[src/rtl/hit_pkg.sv]
// Shared widths and the packed hit entry used by the hit pair packer and its FIFO.
package hit_pkg;

    localparam int unsigned SIGFIG = 24;
    localparam int unsigned RADIX  = 10;
    localparam int unsigned AXIS   = 3;
    localparam int unsigned COLORS = 3;

    typedef struct packed {
        logic [AXIS-1:0][SIGFIG-1:0]   hit;
        logic [COLORS-1:0][SIGFIG-1:0] color;
    } hit_entry_t;

    // Whole number to SIGFIG-bit fixed point with RADIX fraction bits.
    function automatic logic [SIGFIG-1:0] fix_from_int(input int v);
        return SIGFIG'(v) << RADIX;
    endfunction

endpackage

[src/rtl/hit_pair_fifo.sv]
// DEPTH-entry hit FIFO: one write port, head and head+1 read, pops 0..2 entries per cycle.
module hit_pair_fifo
    import hit_pkg::*;
#(
    parameter int unsigned DEPTH    = 4,
    parameter int unsigned DEPTH_L2 = 2
) (
    input  logic              clk,
    input  logic              rst,
    input  logic              push,
    input  hit_entry_t        wdata,
    input  logic [1:0]        pop_cnt,
    output hit_entry_t        head,
    output hit_entry_t        head_nx,
    output logic [DEPTH_L2:0] count
);

    localparam int unsigned CntW = DEPTH_L2 + 1;

    hit_entry_t          mem_q [DEPTH];
    logic [DEPTH_L2-1:0] wr_ptr_q;
    logic [DEPTH_L2-1:0] rd_ptr_q;
    logic [DEPTH_L2-1:0] rd_ptr_nx;
    logic [DEPTH_L2:0]   count_q;

    always_ff @(posedge clk or negedge rst) begin
        if (!rst) begin
            wr_ptr_q <= '0;
            rd_ptr_q <= '0;
            count_q  <= '0;
            for (int i = 0; i < DEPTH; i++) begin
                mem_q[i] <= '0;
            end
        end else begin
            if (push) begin
                mem_q[wr_ptr_q] <= wdata;
                wr_ptr_q        <= wr_ptr_q + 1'b1;
            end
            rd_ptr_q <= rd_ptr_q + DEPTH_L2'(pop_cnt);
            count_q  <= count_q + CntW'(push) - CntW'(pop_cnt);
        end
    end

    assign rd_ptr_nx = rd_ptr_q + 1'b1;
    assign head      = mem_q[rd_ptr_q];
    assign head_nx   = mem_q[rd_ptr_nx];
    assign count     = count_q;

endmodule

[src/rtl/hit_pair_packer.sv]
// Packs one-per-cycle hits two per cycle onto z-buffer lanes 0 and 2, oldest on lane 0.
// Define HIT_PAIR_STATS_EN to add pair/single/stall counters as extra outputs.
module hit_pair_packer
    import hit_pkg::*;
#(
    parameter int unsigned DEPTH    = 4,
    parameter int unsigned DEPTH_L2 = 2,
    parameter int unsigned TIMEOUT  = 8
) (
    input  logic                          clk,
    input  logic                          rst,
    input  logic [AXIS-1:0][SIGFIG-1:0]   hit_R17S,
    input  logic [COLORS-1:0][SIGFIG-1:0] color_R17U,
    input  logic                          hit_valid_R17H,
    output logic                          ready_R17H,
    input  logic                          flush_RnnnnH,
    output logic [AXIS-1:0][SIGFIG-1:0]   hit_R18S,
    output logic [COLORS-1:0][SIGFIG-1:0] color_R18U,
    output logic                          hit_valid_R18H,
    output logic [AXIS-1:0][SIGFIG-1:0]   hit_R18S2,
    output logic [COLORS-1:0][SIGFIG-1:0] color_R18U2,
    output logic                          hit_valid_R18H2,
    output logic                          empty_RnnnnH
`ifdef HIT_PAIR_STATS_EN
    ,
    output logic [31:0]                   pairs_RnnnnU,
    output logic [31:0]                   singles_RnnnnU,
    output logic [31:0]                   stalls_RnnnnU
`endif
);

    localparam int unsigned CntW = DEPTH_L2 + 1;

    logic [DEPTH_L2:0] count;
    hit_entry_t        wdata;
    hit_entry_t        head;
    hit_entry_t        head_nx;
    logic              push;
    logic [1:0]        pop_cnt;
    logic [7:0]        wait_q;
    logic [7:0]        wait_d;
    hit_entry_t        lane0_q;
    hit_entry_t        lane2_q;
    logic              valid0_q;
    logic              valid2_q;

    assign ready_R17H  = count < CntW'(DEPTH);
    assign push        = hit_valid_R17H && ready_R17H;
    assign wdata.hit   = hit_R17S;
    assign wdata.color = color_R17U;

    // Pairs always win; a lone entry leaves only after the idle timeout or a flush.
    assign pop_cnt = (count >= CntW'(2)) ? 2'd2 :
                     ((count == CntW'(1)) && ((wait_q == 8'(TIMEOUT)) || flush_RnnnnH)) ? 2'd1 :
                     2'd0;

    hit_pair_fifo #(
        .DEPTH    (DEPTH),
        .DEPTH_L2 (DEPTH_L2)
    ) u_fifo (
        .clk     (clk),
        .rst     (rst),
        .push    (push),
        .wdata   (wdata),
        .pop_cnt (pop_cnt),
        .head    (head),
        .head_nx (head_nx),
        .count   (count)
    );

    always_comb begin
        wait_d = wait_q;
        if (push || (pop_cnt != 2'd0) || (count != CntW'(1))) begin
            wait_d = '0;
        end else if (wait_q != 8'(TIMEOUT)) begin
            wait_d = wait_q + 8'd1;
        end
    end

    always_ff @(posedge clk or negedge rst) begin
        if (!rst) begin
            wait_q   <= '0;
            valid0_q <= 1'b0;
            valid2_q <= 1'b0;
            lane0_q  <= '0;
            lane2_q  <= '0;
        end else begin
            wait_q   <= wait_d;
            valid0_q <= pop_cnt != 2'd0;
            valid2_q <= pop_cnt == 2'd2;
            if (pop_cnt != 2'd0) begin
                lane0_q <= head;
            end
            if (pop_cnt == 2'd2) begin
                lane2_q <= head_nx;
            end
        end
    end

    assign hit_R18S        = lane0_q.hit;
    assign color_R18U      = lane0_q.color;
    assign hit_valid_R18H  = valid0_q;
    assign hit_R18S2       = lane2_q.hit;
    assign color_R18U2     = lane2_q.color;
    assign hit_valid_R18H2 = valid2_q;
    assign empty_RnnnnH    = (count == '0) && !valid0_q && !valid2_q;

`ifdef HIT_PAIR_STATS_EN
    logic [31:0] pairs_q;
    logic [31:0] singles_q;
    logic [31:0] stalls_q;

    always_ff @(posedge clk or negedge rst) begin
        if (!rst) begin
            pairs_q   <= '0;
            singles_q <= '0;
            stalls_q  <= '0;
        end else begin
            pairs_q   <= pairs_q + 32'(pop_cnt == 2'd2);
            singles_q <= singles_q + 32'(pop_cnt == 2'd1);
            stalls_q  <= stalls_q + 32'(hit_valid_R17H && !ready_R17H);
        end
    end

    assign pairs_RnnnnU   = pairs_q;
    assign singles_RnnnnU = singles_q;
    assign stalls_RnnnnU  = stalls_q;
`endif

endmodule

[config.mk]
export PLATFORM = sky130hd
export DESIGN_NAME = hit_pair_packer
export DESIGN_NICKNAME = d
export VERILOG_FILES = /design/src/rtl/hit_pkg.sv /design/src/rtl/hit_pair_fifo.sv /design/src/rtl/hit_pair_packer.sv
export SDC_FILE = /design/constraint.sdc
export NUM_CORES = 1
export LEC_CHECK = 0
export CAP_MARGIN = 20
export CORE_MARGIN = 2
export CORE_UTILIZATION = 51
export DETAILED_ROUTE_END_ITERATION = 7
export HOLD_SLACK_MARGIN = 0.03
export PLACE_DENSITY = 0.76
export SETUP_SLACK_MARGIN = 0.2
export SYNTH_ARGS = -nofsm -noshare
export SYNTH_HDL_FRONTEND = slang
export SYNTH_SLANG_ARGS = --single-unit
[constraint.sdc]
create_clock -name clk -period 2.1 [get_ports clk]
set_input_delay 0.315 -clock clk [delete_from_list [all_inputs] [get_ports clk]]
set_output_delay 0.315 -clock clk [all_outputs]
set_load 0.02 [all_outputs]
==> results.md <==
* Hold crit path type: in -> async
* Crit path time final at 2.13 ns
* Reg clk slew, reported paths at 0.06 ns
* Worst-path fanout max at 22
* Critical path endpoint category: register
* Synth warn at 0
* Cell row count at 102
* Synth Area in Simple Gates at 4.67%
* Dpl cells at 4029
* Post-synth top cells: dfrtp_1 (881), mux2_2 (671), nand2_1 (440)
* Layout cell share with drive strength beyond 1 at 41.5%
* Sequential fraction of the synthesis area at 55.6%
* Crit start category: register
* Clock tree buffer depth at 3
* Async SR Flop Fraction at 100%
* Int Pwr at 60000 uW
* Fin Clk Skew at 0.0153 ns
* DRT Pass-1 Iters at 5
* Final slew viol count at 0
* Final Util at 65.9%
* Die height at 283 um
* Initial antenna violation count at 17
* Mean Syn Cell Area at 15.4 um2
* DP HPWL at 67500 um
* Register Area at 22100 um2
* Clock Power Share at 18.2%
* Fin area at 50900 um2
* Final Hold Viols at 0
* Vias in the first global route at 27204
* H-Tree Depth at 3
* Core area at 77200 um2
* Synth cell types at 41
* Antenna Violating Nets Remaining at 0
* Comb pwr share at 46.7%
* Pwr dens at 1800 nW/um2
* Worst hold slack at 0.124 ns
* Register share of total power at 35.1%
* Final setup violation count at 33
* Largest family of logic cells by synthesized area: multiplexers
* Mapped cell area at 39700 um2
* Post-route clock period utilization at 101%
* Cells after Synth at 2584
* Syn nets at 2741
* # DRC at 0
* Worst-Margin Slew at 0.993 ns
* Failing checks: negative setup slack
* Post-synthesis adder-cell area fraction at 0.303%
* Synth top area share at 55.6%
* Routability congestion estimate at 0.800
* Leak Pwr at 0.0246 uW
* Die Area at 80000 um2
* CTS Buf Count at 92
* RSZ-0062 raised after global routing: yes
* Total GRT Usage at 25.4%
* Clock sinks at 881
* Via count at 24895
* Final cell count without fillers at 4225
* CTS tree: yes
* Layout filler cell count at 5240
* Remaining Overflow, GRT at 0
* Post-Route WL at 103000 um
* IO Port Bufs at 439
* Final #Nets at 3257
* Synth area leaders: dfrtp_1 (56%), mux2_2 (19%), mux4_2 (16%), nand2_1 (4.2%), mux2_1 (1.4%)
* Starting density of the core at 51.4%
* Placed cell areas at 46800 um2
* #FFs+latches synth at 881
* Multiplexer share of the synthesized area at 36.8%
* Compound-Gate Fraction of Synth Area at 0.290%
* Fmax at 0.470 GHz
* Die Width at 283 um
* DR vias/cell at 5.89
* Switching part of the total at 34.6%
* P_sw at 31700 uW
* Main synth FF type: dfrtp_1
* CP Class: reg -> reg
* Area delta synth->final at 28.2%
* Count leader, synth: dfrtp_1
* Yosys top cell by area: dfrtp_1
* Iter 0 DRT Violations at 1517
* Total power at 91700 uW
* Largest net degree at the start of global routing at 93
* Multi-input logic area at 17000 um2
* Worst slew margin at 33.8%
* Clock latency on the worst-skew pair at 0.65 ns
* Worst VDD drop at 1.07 mV
* Crit path DAT at 2.65 ns
* CP Data Required Time at 2.62 ns
* EDFF count, synth at 0
* DR WL/cell at 24.4 um
* I/O Pins at 440
* Final WS setup at -0.0271 ns
* Cell chosen for the clock root: clkbuf_16
* Outcome: complete, but fails checks
* Max capacitance violation total at 0
* First-pass GRT wire length at 160000 um
* XOR/XNOR Fraction of Synth Area at 0.110%
==> layout by cell type (no fill, tap or decap), types with 5 or more instances in the layout <==
| cell type | instances |
|---|---|
| clkbuf_1 | 16 |
| dfrtp_1 | 876 |
| diode_2 | 8 |
| nand3_1 | 5 |
| mux4_2 | 288 |
| clkbuf_8 | 27 |
| buf_4 | 60 |
| bufinv_16 | 6 |
| clkdlybuf4s50_1 | 146 |
| inv_1 | 9 |
| ha_1 | 6 |
| nand2_1 | 436 |
| mux2_4 | 59 |
| mux2_1 | 31 |
| dlygate4sd2_1 | 106 |
| buf_12 | 88 |
| mux2_2 | 630 |
| clkbuf_16 | 99 |
| inv_6 | 5 |
| dlymetal6s2s_1 | 184 |
| clkinv_2 | 18 |
| o21ai_0 | 7 |
==> area by class of cell <==
class / instances / share of cell area [%]
multi-input combinational: 1513 / 33.5
antenna: 8 / 0.0394
sequential: 881 / 43.4
timing repair buffer: 601 / 14.3
inverter: 11 / 0.0910
tap: 1040 / 2.56
clock inverter: 36 / 0.809
clock buffer: 135 / 5.38
==> power groups by stage <==
stage          Clock, uW  Sequential, uW  Combinational [uW]
2_1_floorplan          0           33100               25200
3_3_place_gp           0           31300               40900
3_5_place_dp           0           32200               42200
4_1_cts            17000           32000               42500
5_1_grt            17800           33100               45600
6_report           16700           32200               42800
==> sequential cells by signal (all words and copies together) (netlist names) <==
name,cells
color_R18U,72
color_R18U2,72
hit_R18S,72
hit_R18S2,72
hit_valid_R18H,1
hit_valid_R18H2,1
u_fifo.count,3
u_fifo.mem_q,576
u_fifo.rd_ptr_q,2
u_fifo.wr_ptr_q,2
wait_q,8
==> final timing paths <==
check	from	to	slack, ns	cells past startpoint
setup / recovery	wait_q[7]	color_R18U[12]	-0.03	5
hold / removal	rst	color_R18U2[32]	0.12	2
setup reg to reg	wait_q[7]	color_R18U[12]	-0.03	5
hold reg to reg	color_R18U2[52]	color_R18U2[52]	0.46	2
max in group asynchronous	rst	u_fifo.mem_q[572]	0.92	4
min in group clk	hit_R17S[37]	u_fifo.mem_q[541]	0.36	2
==> through the flow <==
stage                     setup slack (ns)  setup TNS (ns)
after floorplan                      0.152               0
after global placement             -0.0501         -0.0501
after detailed placement           -0.0964           -2.52
after CTS                         -0.00746         -0.0346
after global routing               -0.0564           -1.92
final                              -0.0271          -0.273
==> kinds of logic after synthesis <==
| family | count (synthesis) |
|---|---|
| compound gates | 18 |
| xor+xnor | 5 |
| fa+ha+maj | 9 |
| buf+inv | 190 |
| flops | 881 |
| mux | 1008 |
| other cells | 1 |
| simple gates | 472 |
==> per-layer routing <==
metal	up-vias	part of all wire [%]	GRT usage [%]
li1	10511	-	-
met3	166	5.6	4.48
met1	13432	41	33.6
met2	770	51	43.1
met5	-	0.099	0
met4	16	2.4	8.28
==> timing repair <==
item                                    4_1_cts  5_1_grt
buffers inserted                              3        5
resized for setup                           163      210
pin swaps                                     1        2
hold buffers                                  1        0
gates cloned                                  0        8
endpoints found under the setup margin      437      350
hold endpoints to repair                    456        0
==> worst max-delay path, cell delays in order (launching register included) <==
cell      delay, ns
dfrtp_1        0.38
or4_4          0.56
o211ai_4       0.25
buf_12         0.22
buf_16         0.20
mux2_1         0.34
Power figures use the tool's default switching activity.
